## src/rtl/la_ioring_pkg.sv

```systemverilog
// Shared types and constants for the io-ring configuration master.
package la_ioring_pkg;

  typedef enum logic [2:0] {
    ST_IDLE,
    ST_SHIFT_LO,
    ST_SHIFT_HI,
    ST_LATCH,
    ST_DONE
  } state_t;

  // Bit positions on the io-ring bus
  localparam int SCLK  = 0;
  localparam int SDO   = 1;
  localparam int LATCH = 2;
  localparam int SDI   = 3;

  function automatic int chain_len(input int npads, input int cfgw);
    return npads * cfgw;
  endfunction

endpackage

```

## src/rtl/la_ioring_phase.sv

```systemverilog
// Phase timer: loads P-1 on start, counts down while run is high and
// pulses phase_end on the last cycle of every P-cycle phase.
module la_ioring_phase #(
  parameter int DIVW = 8
) (
  input  logic            clk,
  input  logic            reset,
  input  logic            start,
  input  logic            run,
  input  logic [DIVW-1:0] div,
  output logic            phase_end
);

  logic [DIVW-1:0] period;
  logic [DIVW-1:0] cnt;

  // NOTE: sequential state uses non-blocking assignments so every register
  // samples pre-edge values regardless of statement order.
  always_ff @(posedge clk) begin
    if (reset) begin
      period <= '0;
      cnt    <= '0;
    end else if (start) begin
      period <= div;
      cnt    <= div;
    end else if (run) begin
      if (cnt == '0) cnt <= period;
      else           cnt <= cnt - 1'b1;
    end
  end

  assign phase_end = run && (cnt == '0);

endmodule

```

## src/rtl/la_ioring_cfg.sv

```systemverilog
// Io-ring configuration master: shadow image, serial chain load, latch pulse.
// Optional readback check of the chain return is enabled by LA_IORING_READBACK_EN.
module la_ioring_cfg
  import la_ioring_pkg::*;
#(
  parameter int RINGW = 8,
  parameter int NPADS = 16,
  parameter int CFGW  = 4,
  parameter int DIVW  = 8
) (
  input  logic                     clk,
  input  logic                     reset,
  input  logic                     cfg_valid,
  output logic                     cfg_ready,
  input  logic [$clog2(NPADS)-1:0] cfg_addr,
  input  logic [CFGW-1:0]          cfg_data,
  input  logic                     go,
  input  logic [DIVW-1:0]          div,
  output logic                     busy,
  output logic                     done,
  output logic [RINGW-1:0]         ioring_out,
  input  logic [RINGW-1:0]         ioring_in
`ifdef LA_IORING_READBACK_EN
  ,
  output logic                     err
`endif
);

  localparam int N  = chain_len(NPADS, CFGW);
  localparam int AW = $clog2(NPADS);
  localparam int IW = $clog2(N);

  state_t        state, state_nxt;
  logic [N-1:0]  image;
  logic [IW-1:0] idx;
  logic          phase_end;
  logic          run;
  logic          start;
  logic          wr_en;
  logic          last_bit;

  assign cfg_ready = (state == ST_IDLE);
  assign wr_en     = cfg_valid && cfg_ready;
  assign start     = go && (state == ST_IDLE);
  assign run       = state inside {ST_SHIFT_LO, ST_SHIFT_HI, ST_LATCH};
  assign busy      = run;
  assign done      = (state == ST_DONE);
  assign last_bit  = (idx == '0);

  la_ioring_phase #(.DIVW(DIVW)) u_phase (
    .clk       (clk),
    .reset     (reset),
    .start     (start),
    .run       (run),
    .div       (div),
    .phase_end (phase_end)
  );

  always_ff @(posedge clk) begin
    if (reset) state <= ST_IDLE;
    else       state <= state_nxt;
  end

  // NOTE: every always_comb output gets its default first so no path infers a latch.
  always_comb begin
    state_nxt = state;
    case (state)
      ST_IDLE:     if (start) state_nxt = ST_SHIFT_LO;
      ST_SHIFT_LO: if (phase_end) state_nxt = ST_SHIFT_HI;
      ST_SHIFT_HI: if (phase_end) state_nxt = last_bit ? ST_LATCH : ST_SHIFT_LO;
      ST_LATCH:    if (phase_end) state_nxt = ST_DONE;
      ST_DONE:     state_nxt = ST_IDLE;
      default:     state_nxt = ST_IDLE;
    endcase
  end

  // Chain order: image bit N-1 (pad NPADS-1 MSB) goes out first
  always_ff @(posedge clk) begin
    if (reset)                                         idx <= '0;
    else if (start)                                    idx <= IW'(N - 1);
    else if (state == ST_SHIFT_HI && phase_end && !last_bit) idx <= idx - 1'b1;
  end

  // NOTE: the shadow image is reset on purpose so a reset never leaves stale
  // pad settings waiting for the next load.
  always_ff @(posedge clk) begin
    if (reset) begin
      image <= '0;
    end else if (wr_en) begin
      for (int p = 0; p < NPADS; p++) begin
        if (cfg_addr == AW'(p)) image[p*CFGW +: CFGW] <= cfg_data;
      end
    end
  end

  always_comb begin
    ioring_out        = '0;
    ioring_out[SCLK]  = (state == ST_SHIFT_HI);
    ioring_out[SDO]   = (state == ST_SHIFT_LO || state == ST_SHIFT_HI) && image[idx];
    ioring_out[LATCH] = (state == ST_LATCH);
  end

`ifdef LA_IORING_READBACK_EN
  logic [N-1:0] copy;
  logic         have_copy;
  logic         sdi;
  logic         unused_ring;

  assign sdi         = ioring_in[SDI];
  assign unused_ring = ^(ioring_in & ~(RINGW'(1) << SDI));

  always_ff @(posedge clk) begin
    if (reset) begin
      have_copy <= 1'b0;
      err       <= 1'b0;
    end else begin
      if (start) err <= 1'b0;
      else if (state == ST_SHIFT_HI && phase_end && have_copy && sdi != copy[idx]) err <= 1'b1;
      if (state == ST_DONE) have_copy <= 1'b1;
    end
  end

  // Qualified by have_copy, so the copy itself needs no reset
  always_ff @(posedge clk) begin
    if (state == ST_DONE) copy <= image;
  end
`else
  logic unused_ring;
  assign unused_ring = ^ioring_in;
`endif

endmodule

```

## config.mk

```make
export PLATFORM = sky130hd
export DESIGN_NAME = la_ioring_cfg
export DESIGN_NICKNAME = d
export VERILOG_FILES = /design/src/rtl/la_ioring_pkg.sv /design/src/rtl/la_ioring_phase.sv /design/src/rtl/la_ioring_cfg.sv
export SDC_FILE = /design/constraint.sdc
export NUM_CORES = 1
export LEC_CHECK = 0
export BUFFER_PORTS_ARGS = -buffer_cell sky130_fd_sc_hd__clkbuf_2
export CAP_MARGIN = 25
export CORE_MARGIN = 5
export CORE_UTILIZATION = 30
export DETAILED_ROUTE_END_ITERATION = 8
export GPL_ROUTABILITY_DRIVEN = 0
export GPL_TIMING_DRIVEN = 0
export PLACE_DENSITY = 0.51
export SYNTH_ARGS = -nofsm -noshare
export SYNTH_HDL_FRONTEND = slang
export SYNTH_SLANG_ARGS = --single-unit
```

## constraint.sdc

```tcl
create_clock -name clk -period 2.4 [get_ports clk]
set_input_delay 0.48 -clock clk [delete_from_list [all_inputs] [get_ports clk]]
set_output_delay 0.48 -clock clk [all_outputs]
set_load 0.02 [all_outputs]
```

## Yosys cells after proc, flatten, opt, wreduce, memory -nomap -nowiden

Cells that the tools add are included.

- Output and inout port bits: 11
- Bits in registers: 89
- Input bits: 28

- $add $sub $neg: 2
- Reductions and logical operators: 32
- Equality and inequality tests: 23
- $lt $le $gt $ge: 1
- Muxes and demuxes: 13

Operators with widths:

| operator | count |
|---|---|
| 4-bit equality test (second input constant) | 8 |
| 2-bit AND reduction | 16 |
| 8-bit two-way mux | 3 |
| 4-bit by 3-bit equality test with 1-bit output (second input constant) | 4 |
| 3-bit two-way mux | 4 |
| 6-bit two-way mux | 2 |
| 3-bit one-hot mux with 4 select lines | 1 |
| 4-bit by 2-bit equality test with 1-bit output (second input constant) | 2 |
| 8-bit zero test | 1 |
| 8-bit by 1-bit subtractor with 8-bit output (second input constant) | 1 |
| 6-bit by 7-bit less-than comparator with 1-bit output (second input constant) | 1 |
| 1-bit binary-select mux with 6-bit select | 1 |
| 3-bit by 2-bit equality test with 1-bit output (second input constant) | 2 |
| 1-bit logical AND | 6 |
| 6-bit zero test | 1 |
| 2-bit by 1-bit inequality test with 1-bit output (second input constant) | 3 |
| 6-bit by 1-bit subtractor with 6-bit output (second input constant) | 1 |
| 4-bit by 1-bit equality test with 1-bit output (second input constant) | 1 |
| 4-bit zero test | 1 |
| 4-bit AND reduction | 1 |
| 2-bit nonzero test | 2 |
| 3-bit by 1-bit equality test with 1-bit output (second input constant) | 1 |
| 3-bit equality test (second input constant) | 1 |
| 3-bit zero test | 1 |
| other kinds (6) | 6 |

## Logic depth before layout (Yosys ltp)

- Word-level depth: 7
- Mapped depth: 9

## Hierarchy

A second synthesis with hierarchy kept.

- Cells, all modules: 497
- Area total of the unflattened synthesis: 4461.8 µm²

By module, submodules not included:

| module | sequential area each (µm²) | cells an instance | area each (µm²) | instances |
|---|---|---|---|---|
| la_ioring_cfg | 1461.4 | 405 | 3617.2 | 1 |
| la_ioring_phase | 320.3 | 92 | 844.6 | 1 |

## Worst setup path after synthesis

Ideal clock, no wire load.

- Path type: reg-to-output
- Start: register idx[1]
- End: output port ioring_out[1]
- Data required time: 1.920 ns
- Cell stages (with the launch flop): 8
- Slack: -0.133 ns
- Arrival time: 2.053 ns
- Cell sequence: dfxtp_1 > clkbuf_1 > clkbuf_1 > inv_1 > o32a_1 > a32oi_1 > nor2_1 > o22ai_1

- Word-level cells in the longest chain between the ends: 3

RTL lines:

| element | line | text |
|---|---|---|
| start, declared | la_ioring_cfg.sv:35 | `logic [IW-1:0] idx;` |
| start signal, assigned | la_ioring_cfg.sv:80 | `else if (start) idx <= IW'(N - 1);` |
| start signal, assigned | la_ioring_cfg.sv:81 | `else if (state == ST_SHIFT_HI && phase_end && !last_bit) idx <= idx - 1'b1;` |
| 1-bit binary-select mux with 6-bit select | la_ioring_cfg.sv:99 | `ioring_out[SDO] = (state == ST_SHIFT_LO \|\| state == ST_SHIFT_HI) && image[idx];` |
| 1-bit two-way mux (not written as such) | la_ioring_cfg.sv:99 |  |
| 1-bit logical AND | la_ioring_cfg.sv:99 |  |
| end, declared | la_ioring_cfg.sv:21 | `output logic [RINGW-1:0] ioring_out,` |

No other way between the ends. The select of a mux whose other input is x is not followed.

## Worst setup path after layout

- Start: register idx[0]
- End: output port ioring_out[1]

Same word-level chain as after synthesis.

==> results.py <==
metrics = {
    "cells_and_area": {
        "regArea_um2": 1790,
        "multiInputGateArea_um2": 2440,
        "antenna_cells": 0,
        "final_area_um2": 5260,
        "final_cell_mix": "86 x dfxtp_1, 70 x nand2_1, 57 x a21oi_1",
        "syn2layout_area_growth_pct": 20.1,
        "drive_gt1_share_pct": 20.3,
        "fillers": 1497,
        "fin_util_pct": 36.5,
        "nNetsFinal": 574,
        "final_common_cell": "dfxtp_1",
    },
    "pwr": {
        "netSwitchingFraction_pct": 29.2,
        "peakVddDrop_uv": 414,
        "p_int_w": 0.00288,
        "clockPowerShare_pct": 37.7,
        "p_comb_share_pct": 22.3,
        "p_leak_nw": 1.88,
        "p_per_area_nw_per_um2": 774,
        "p_sw_w": 0.00119,
        "seq_power_share_pct": 40.0,
    },
    "die": {
        "die_w_um": 131,
        "chipHeight_um": 131,
        "pin_count": 39,
        "dieArea_um2": 17100,
        "rows": 44,
        "start_util_pct": 30.4,
        "coreArea_um2": 14400,
    },
    "setup_path": {
        "r2r_slack_ns": 0.10,
        "cp_cell_sequence": "clkbuf_16, buf_12, mux4_2, nand3_2, nand3_2, a21oi_2, o22ai_2, clkbuf_8",
        "endpoint_kind": "output port",
        "slowest_stage": "mux4_2",
        "critPathMaxFanout": 7,
        "crit_required_ns": 1.92,
        "critPathKind": "flop to output port",
        "max_stage_delay_ns": 0.53,
        "critPathLaunchType": "flop",
        "crit_arrival_ns": 2.13,
        "cp_common_cell": "nand3_2",
    },
    "synthesis": {
        "yosys_register_bits": 89,
        "yosys_most_used_dff": "dfxtp_1",
        "yosysUniqueCellTypes": 57,
        "seq_area_frac_synth_pct": 40.7,
        "syn_area_per_cell_um2": 8.67,
        "async_flop_share_pct": 0,
        "yosysWarnings": 0,
        "synth_area_um2": 4380,
        "synth_edf_count": 0,
        "syn_inst": 505,
    },
    "min_path": {
        "hp-class": "input pin to flop",
    },
    "placement": {
        "portBuffers": 20,
        "place_area_um2": 4730,
        "hpwl_um": 8420,
    },
    "route": {
        "drtAntennaViolNets": 0,
        "vias": 3676,
        "drt-initial-drc-count": 192,
        "drc": 0,
        "wl_per_cell_um": 16.0,
        "drt_wl_total_um": 11700,
        "via_per_inst": 5.03,
        "dr.pass1.iters": 4,
    },
    "timing": {
        "tns_ns": -0.211,
        "hold_viol": 0,
        "rsz0062_at_grt": "yes",
        "timing.final.ws_setup_ns": -0.211,
        "timing.fmax_mhz": 383,
        "fin_crit_ns": 2.61,
        "worst_pin_slew_ns": 0.674,
        "setup_violations": 1,
        "holdWs_ns": 0.363,
        "drv_slew": 0,
        "finClkSkew_ns": 0.00494,
        "relSlewSlack_pct": 54.7,
        "period_share_pct": 109,
    },
    "global_route": {
        "grt_overflow": 0,
        "grt_pass1_vias": 3573,
        "grt_pass1_wl_um": 18600,
        "antenna_found_initial": 0,
        "grt_max_degree": 15,
        "grt_usage_pct": 14.3,
    },
    "cts": {
        "tritoncts": "yes",
        "clock_latency_ns": 0.35,
        "clkTransAtPathRegs_ns": 0.06,
        "ctsHoldBuffers": 0,
        "ctsLongestPathBuffers": 2,
        "cts_buffers": 9,
        "cts.sinks": 89,
        "cts_root_buf": "clkbuf_16",
        "cts_htree_levels": 3,
    },
    "job": {
        "maxCapViolCount": 0,
    },
    "run_status": {
        "violations": "setup timing",
        "status": "finished with violations",
    },
}
## state kept, by name, indices dropped and copies added (netlist names)
signal and cells:
state 3, u_phase.period 8, image 64, idx 6
u_phase.cnt 8
## cells by family (layout without fill, tap and decap cells)
| group | Yosys count | in the layout | share of synthesized area [%] |
|---|---|---|---|
| AND/OR/NAND/NOR | 206 | 206 | 22.2 |
| XOR/XNOR | 7 | 7 | 1.40 |
| other | 1 | 5 | 0.0857 |
| AO/OA/AOI/OAI | 83 | 83 | 11.2 |
| multiplexers | 55 | 55 | 16.8 |
| flip-flops | 89 | 89 | 40.7 |
| buffers and inverters | 60 | 98 | 6.54 |
| adder cells (fa/ha/maj) | 4 | 4 | 1.14 |
## timing repair
item | 4_1_cts | 5_1_grt
pin swaps | 4 | 1
endpoints found under the hold margin | 0 | 0
resized for setup | 34 | 12
endpoints found under the setup margin | 55 | 45
setup buffers | 1 | 4
## area by class of cell
type | count | share of cell area (%)
buffer | 48 | 5.64
clock inverter | 4 | 1.45
inverter | 9 | 0.714
clock buffer | 12 | 4.69
multi-input combinational | 360 | 46.3
sequential | 89 | 34.0
timing repair buffer | 25 | 2.78
tap | 184 | 4.38
## path summary, 6_finish.rpt
check | start | endpoint | depth (start not counted)
min reg2reg | u_phase.period[6] | u_phase.period[6] | 2
min | div[2] | u_phase.period[2] | 3
max reg2reg | u_phase.cnt[3] | u_phase.cnt[2] | 6
max | idx[0] | ioring_out[1] | 8
## critical path: cells and delay by family (launching register included)
family	cells	cell delay (ns)
and+or+nand+nor	2	0.19
AOI/OAI and AO/OA	2	0.25
muxes	1	0.53
DFF	1	0.33
buffers and inverters	3	0.46
## stage by stage
stage	setup slack [ns]	power, W	instances
final	-0.211	0.00407	731
after global routing	-0.288	0.00427	731
after CTS	-0.238	0.00408	727
after detailed placement	-0.644	0.00249	713
after global placement	-0.625	0.00248	713
after floorplan	0.0888	0.00227	509
## layer usage
metal	GRT usage (%)	vias to the layer above	routed length [µm]
met5	0	-	0
met4	5.20	0	179
met3	2.97	13	391
met2	22.8	48	5580
met1	19.1	1780	5570
li1	-	1835	-
## cell usage after synthesis, types with 4 or more instances
| cell | n | area [µm²] |
|---|---|---|
| dfxtp_1 | 89 | 1780 |
| nor3_1 | 18 | 90.1 |
| nor2b_1 | 6 | 37.5 |
| inv_1 | 8 | 30.0 |
| xor2_1 | 4 | 35.0 |
| buf_4 | 6 | 45.0 |
| ha_1 | 4 | 50.1 |
| mux4_2 | 14 | 315 |
| nor4_1 | 4 | 25.0 |
| clkbuf_1 | 33 | 124 |
| mux2i_1 | 37 | 370 |
| nand3_1 | 39 | 195 |
| a21oi_1 | 58 | 290 |
| nand2_1 | 70 | 263 |
| nor2_1 | 49 | 184 |
## power by group through the flow
stage	sequential (W)	combinational [W]	clock [W]
floorplan	0.00163	0.000644	0
global route	0.00164	0.000998	0.00163
CTS	0.00163	0.000884	0.00156
global placement	0.00164	0.000833	0
detailed placement	0.00165	0.000842	0
finish	0.00163	0.000908	0.00153
No activity file was read; power rests on OpenSTA's default activity.
